**config.mk**
```make
export PLATFORM = sky130hd
export DESIGN_NAME = pc_sequencer
export DESIGN_NICKNAME = d
export VERILOG_FILES = /design/src/rtl/pc_sequencer_pkg.sv /design/src/rtl/pc_track_shift.sv /design/src/rtl/pc_sequencer.sv
export SDC_FILE = /design/constraint.sdc
export NUM_CORES = 1
export LEC_CHECK = 0
export BUFFER_PORTS_ARGS = -buffer_cell sky130_fd_sc_hd__buf_2
export CAP_MARGIN = 40
export CELL_PAD_IN_SITES_DETAIL_PLACEMENT = 1
export CELL_PAD_IN_SITES_GLOBAL_PLACEMENT = 2
export CORE_MARGIN = 2
export CORE_UTILIZATION = 30
export DETAILED_ROUTE_END_ITERATION = 16
export PLACE_DENSITY_LB_ADDON = 0.1
export SYNTH_ARGS = -nofsm -noshare
export SYNTH_HDL_FRONTEND = slang
export SYNTH_HIERARCHICAL = 1
export SYNTH_SLANG_ARGS = --single-unit
```
**constraint.sdc**
```tcl
create_clock -name clk -period 2.41 [get_ports clk]
set_input_delay 0.3615 -clock clk [delete_from_list [all_inputs] [get_ports clk]]
set_output_delay 0.3615 -clock clk [all_outputs]
set_load 0.01 [all_outputs]
```
**src/rtl/pc_sequencer_pkg.sv**
```systemverilog
// Shared definitions for the fetch PC sequencer: FSM state encoding and default vectors.

package pc_sequencer_pkg;

   typedef enum logic {
      StRun,
      StFlush
   } seq_state_e;

   localparam logic [31:0] DEF_RESET_VECTOR = 32'h0040_0000;
   localparam logic [31:0] DEF_EXC_VECTOR   = 32'h8000_0180;

endpackage

```
**src/rtl/pc_track_shift.sv**
```systemverilog
// Shift register of PCs following the fetch PC down the pipeline.
// Entry 0 sits in the least significant N bits of the flat output.

module pc_track_shift #(
   parameter int unsigned  N            = 32,
   parameter int unsigned  DEPTH        = 3,
   parameter logic [N-1:0] RESET_VECTOR = '0
) (
   input  logic               clk,
   input  logic               reset,
   input  logic               shift_en_i,
   input  logic [N-1:0]       pc_i,
   output logic [DEPTH*N-1:0] stage_pc_o
);

   logic [DEPTH*N-1:0] stage_d, stage_q;

   always_comb begin
      stage_d = stage_q;
      if (shift_en_i) begin
         stage_d[N-1:0] = pc_i;
         for (int k = 1; k < DEPTH; k++) begin
            stage_d[k*N +: N] = stage_q[(k-1)*N +: N];
         end
      end
   end

   always_ff @(posedge clk) begin
      if (reset) begin
         stage_q <= {DEPTH{RESET_VECTOR}};
      end else begin
         stage_q <= stage_d;
      end
   end

   assign stage_pc_o = stage_q;

endmodule

```
**src/rtl/pc_sequencer.sv**
```systemverilog
// Fetch PC sequencer: sequential/branch/eret PC selection, exception entry with a
// fetch-suppressing flush window, and tracking of downstream stage PCs for EPC capture.

module pc_sequencer
   import pc_sequencer_pkg::*;
#(
   parameter int unsigned  N            = 32,
   parameter logic [N-1:0] RESET_VECTOR = N'(DEF_RESET_VECTOR),
   parameter logic [N-1:0] EXC_VECTOR   = N'(DEF_EXC_VECTOR),
   parameter int unsigned  DEPTH        = 3,
   parameter int unsigned  FLUSH_CYCLES = 2,
   localparam int unsigned SW           = (DEPTH > 1) ? $clog2(DEPTH) : 1
) (
   input  logic               clk,
   input  logic               reset,
   input  logic               enable,
   input  logic               redirect_valid,
   input  logic [N-1:0]       redirect_target,
   input  logic               exc_req,
   input  logic [SW-1:0]      exc_stage,
   input  logic               eret,
   output logic [N-1:0]       pc,
   output logic [N-1:0]       pc_plus4,
   output logic               fetch_valid,
   output logic [DEPTH*N-1:0] stage_pc,
   output logic [N-1:0]       epc,
   output logic [N-1:0]       bad_addr
);

   localparam int unsigned CW = $clog2(FLUSH_CYCLES + 1);

   seq_state_e    state_d, state_q;
   logic [CW-1:0] cnt_d, cnt_q;
   logic [N-1:0]  pc_d, pc_q;
   logic [N-1:0]  epc_d, epc_q;
   logic [N-1:0]  bad_d, bad_q;

   logic          misaligned;
   logic          exc_entry;
   logic          track_shift;
   logic [N-1:0]  sel_pc;

   assign misaligned  = redirect_valid && (redirect_target[1:0] != 2'b00);
   assign exc_entry   = (state_q == StRun) && (exc_req || misaligned);
   assign track_shift = (state_q == StRun) && enable && !exc_entry;

   assign pc          = pc_q;
   assign pc_plus4    = pc_q + N'(4);
   assign fetch_valid = (state_q == StRun);
   assign epc         = epc_q;
   assign bad_addr    = bad_q;

   // Out-of-range stage indices fall through to the oldest entry.
   always_comb begin
      sel_pc = stage_pc[(DEPTH-1)*N +: N];
      for (int k = 0; k < DEPTH; k++) begin
         if (exc_stage == SW'(k)) begin
            sel_pc = stage_pc[k*N +: N];
         end
      end
   end

   always_comb begin
      state_d = state_q;
      cnt_d   = cnt_q;
      pc_d    = pc_q;
      epc_d   = epc_q;
      bad_d   = bad_q;
      case (state_q)
         StRun: begin
            if (exc_req) begin
               epc_d   = sel_pc;
               pc_d    = EXC_VECTOR;
               state_d = StFlush;
               cnt_d   = CW'(FLUSH_CYCLES - 1);
            end else if (misaligned) begin
               epc_d   = pc_q;
               bad_d   = redirect_target;
               pc_d    = EXC_VECTOR;
               state_d = StFlush;
               cnt_d   = CW'(FLUSH_CYCLES - 1);
            end else if (eret) begin
               pc_d = epc_q;
            end else if (redirect_valid) begin
               pc_d = redirect_target;
            end else if (enable) begin
               pc_d = pc_plus4;
            end
         end
         StFlush: begin
            if (cnt_q == '0) begin
               state_d = StRun;
            end else begin
               cnt_d = cnt_q - 1'b1;
            end
         end
         default: state_d = StRun;
      endcase
   end

   always_ff @(posedge clk) begin
      if (reset) begin
         state_q <= StRun;
         cnt_q   <= '0;
         pc_q    <= RESET_VECTOR;
         epc_q   <= '0;
         bad_q   <= '0;
      end else begin
         state_q <= state_d;
         cnt_q   <= cnt_d;
         pc_q    <= pc_d;
         epc_q   <= epc_d;
         bad_q   <= bad_d;
      end
   end

   pc_track_shift #(
      .N            (N),
      .DEPTH        (DEPTH),
      .RESET_VECTOR (RESET_VECTOR)
   ) u_track (
      .clk        (clk),
      .reset      (reset),
      .shift_en_i (track_shift),
      .pc_i       (pc_q),
      .stage_pc_o (stage_pc)
   );

endmodule

```
==> flow_summary.ini <==
[die]
die_w_um = 179.8
ios = 265
floorplan.initialDensity_pct = 30.40
dieHeight_um = 179.8
core_um2 = 30510
die_area_um2 = 32340
num_rows = 64

[finish]
drive_gt1_share_pct = 32.76
nFillCells = 3664
antenna_cells = 0
area_growth_pct = 31.30
nNetsFinal = 1376

[clock_tree]
cts_sinks = 195
clockRootBuffer = clkbuf_16
path_clk_slew_ns = 0.08
cts_buffers = 17
clk_path_buf_depth = 2
clk_latency_ns = 0.45
ctsHoldBuffers = 0
cts_tree = done
htreeDepth = 4

[place]
gp_congestion = 0.8402
dp_hpwl_um = 26550
port_buffers = 264
pre_cts_ws_ns = 0.08930

[power]
p_seq_share_pct = 46.6
p_sw_share_pct = 29.53
combPwrFrac_pct = 13.8
leakage_nw = 5.449
power.total_mw = 7.378
clkPwrFrac_pct = 39.6
p_per_area_nw_per_um2 = 605.9
vdd_drop_max_mv = 0.4480
p_int_mw = 5.199
p_sw_mw = 2.179

[yosys]
seq_area_frac_synth_pct = 42.09
avgSynthCellArea_um2 = 8.790
synth_area_um2 = 9274
syn_inst = 1055
synth_nets = 1098
ys_seq_elements = 195
synth-warning-count = 6
yosysUniqueCellTypes = 67
synth_edf_count = 0
synth_ff_type = dfxtp_1
ys_async_sr_fraction_pct = 0

[min_path]
hp-class = input port to flip-flop

[flow_run]
drv_cap = 0

[timing]
finalHoldViolCount = 0
fmax_ghz = 0.3774
grt_setup_unrepaired = yes
setup_viol = 11
finalCritPeriodShare_pct = 110.0
setup_slack_ns = -0.2398
tightest_slew_ns = 0.7868
fin_skew_ns = 0.01604
fin_crit_ns = 2.650
maxSlewViolCount = 0
relSlewSlack_pct = 47.55

[routing]
dr.first_iter.drc_count = 367
dr.pass1.iters = 4
num_vias = 8719
drt_wl_total_um = 36000
drtAntennaViolNets = 0
vias_per_cell = 5.005
drc = 0
wl_per_cell_um = 20.67

[status]
status = finished with violations
failed_checks = setup timing

[critical_path]
cp.arrival_ns = 2.29
cp.required_ns = 2.05
cp-end-kind = output port
worstSetupPathType = flip-flop to output port
startpoint_type = flip-flop
crit_fanout = 4

[global_routing]
grt_max_degree = 70
grt_overflow = 0
grt_pass1_vias = 8705
antenna_found_initial = 0
grt_usage_pct = 21.81
grt_pass1_wl_um = 54720
==> critical path, cell delays in order (launching register included) <==
cell and delay (ns):
dfxtp_2 0.37, ha_1 0.18, nand3_1 0.16, or4_4 0.47
o21a_1 0.19, or2_2 0.32, buf_2 0.15
==> power groups by stage <==
stage	Sequential, mW	Clock, mW	Combinational [mW]
detailed placement	3.51	0	1.01
finish	3.44	2.92	1.02
floorplan	3.53	0	0.544
global route	3.46	3.15	1.10
CTS	3.44	3.01	1.03
global placement	3.51	0	1.00
==> stage by stage <==
| step | utilization (%) | instances | area, µm² | hold slack (ns) | setup TNS, ns |
|---|---|---|---|---|---|
| after detailed placement | 36.58 | 1690 | 11160 | 0.4479 | 0 |
| after CTS | 39.23 | 1733 | 11970 | 0.1498 | -1.185 |
| final | 39.91 | 1742 | 12180 | 0.1689 | -1.174 |
| after global placement | 36.55 | 1689 | 11150 | 0.4388 | 0 |
| after floorplan | - | 1055 | 9274 | 0.4773 | 0 |
| after global routing | 39.91 | 1742 | 12180 | 0.1569 | -3.247 |
==> layout make-up <==
class / instances / area, µm² / area share, %
inverters: 16 / 60.06 / 0.4932
clock inverters: 14 / 140.1 / 1.151
repair buffers: 345 / 2027 / 16.65
well taps: 396 / 495.5 / 4.069
multi-input cells: 758 / 5097 / 41.86
flip-flops and latches: 195 / 3918 / 32.17
clock buffers: 18 / 439.2 / 3.607
==> state kept, by name, summed over array words and instances (netlist names) <==
| name | cells |
|---|---|
| bad_addr | 32 |
| cnt_q | 2 |
| epc | 32 |
| pc | 32 |
| state_q | 1 |
| u_track/stage_pc_o | 96 |
==> Yosys cell counts, types with 3 or more instances <==
| cell type | count | area share (%) |
|---|---|---|
| dfxtp_1 | 195 | 42 |
| mux2i_1 | 165 | 18 |
| nor2_1 | 148 | 6.0 |
| nand2_1 | 119 | 4.8 |
| o21ai_0 | 57 | 3.1 |
| a21oi_1 | 56 | 3.0 |
| clkbuf_1 | 43 | 1.7 |
| a211oi_1 | 33 | 2.7 |
| buf_2 | 16 | 0.86 |
| nor3_1 | 16 | 0.86 |
| nand3_1 | 15 | 0.81 |
| buf_4 | 14 | 1.1 |
| inv_1 | 14 | 0.57 |
| xnor2_1 | 14 | 1.3 |
| xor2_1 | 11 | 1.0 |
| a22oi_1 | 9 | 0.73 |
| nor2b_1 | 9 | 0.61 |
| and3_1 | 8 | 0.54 |
| nand4_1 | 8 | 0.54 |
| buf_1 | 7 | 0.28 |
| o22ai_1 | 6 | 0.40 |
| a211o_1 | 5 | 0.47 |
| nand2b_1 | 5 | 0.34 |
| a32o_1 | 4 | 0.43 |
| buf_8 | 4 | 0.65 |
| o2bb2ai_1 | 4 | 0.38 |
| or2_2 | 4 | 0.27 |
| a31o_2 | 3 | 0.28 |
| a31oi_1 | 3 | 0.20 |
| and2_1 | 3 | 0.20 |
| and4_1 | 3 | 0.28 |
| ha_1 | 3 | 0.40 |
| nor4_1 | 3 | 0.20 |
| o41ai_1 | 3 | 0.28 |
==> kinds of logic after synthesis <==
group                      synth area share, %
and+or+nand+nor                          17.40
AOI/OAI and AO/OA                        14.27
DFF                                      42.09
muxes                                    17.81
buffers and inverters                    5.653
xor gates and xnor gates                 2.361
adders and majority gates               0.4048
==> what timing repair did <==
item / 4_1_cts / 5_1_grt
pin swaps: 8 / 12
setup buffers: 11 / 10
resized for setup: 38 / 28
setup endpoints to repair: 20 / 22
==> layout by cell type (no fill, tap or decap), types with 6 or more instances in the layout <==
| master | synthesis | layout |
|---|---|---|
| dfxtp_1 | 195 | 186 |
| nor2_1 | 148 | 145 |
| buf_4 | 14 | 71 |
| nor3_2 | 0 | 6 |
| nand3_1 | 15 | 12 |
| a22oi_1 | 9 | 9 |
| inv_6 | 0 | 6 |
| inv_1 | 14 | 14 |
| nor2b_1 | 9 | 9 |
| o22ai_1 | 6 | 6 |
| nand4_1 | 8 | 8 |
| clkbuf_16 | 0 | 17 |
| buf_2 | 16 | 260 |
| xor2_1 | 11 | 9 |
| a21oi_1 | 56 | 55 |
| xnor2_1 | 14 | 8 |
| o21ai_0 | 57 | 56 |
| nand2_1 | 119 | 115 |
| buf_6 | 1 | 10 |
| a211oi_1 | 33 | 33 |
| and3_1 | 8 | 7 |
| dfxtp_2 | 0 | 8 |
| mux2i_1 | 165 | 165 |
| nor3_1 | 16 | 7 |
==> worst paths after layout <==
check / start / endpoint / cells past startpoint / slack [ns]
max reg2reg: pc[3] / pc[19] / 7 / 0.26
max: pc[2] / pc_plus4[20] / 6 / -0.24
min reg2reg: bad_addr[30] / bad_addr[30] / 2 / 0.46
min: redirect_target[4] / bad_addr[4] / 3 / 0.17
==> per-layer routing <==
layer	wire [µm]	GRT usage, %
met5	0	0
met2	15630	33.16
met3	1514	4.011
met4	505	5.333
met1	18360	31.75
Note: power is estimated with default switching activity, not from simulation.
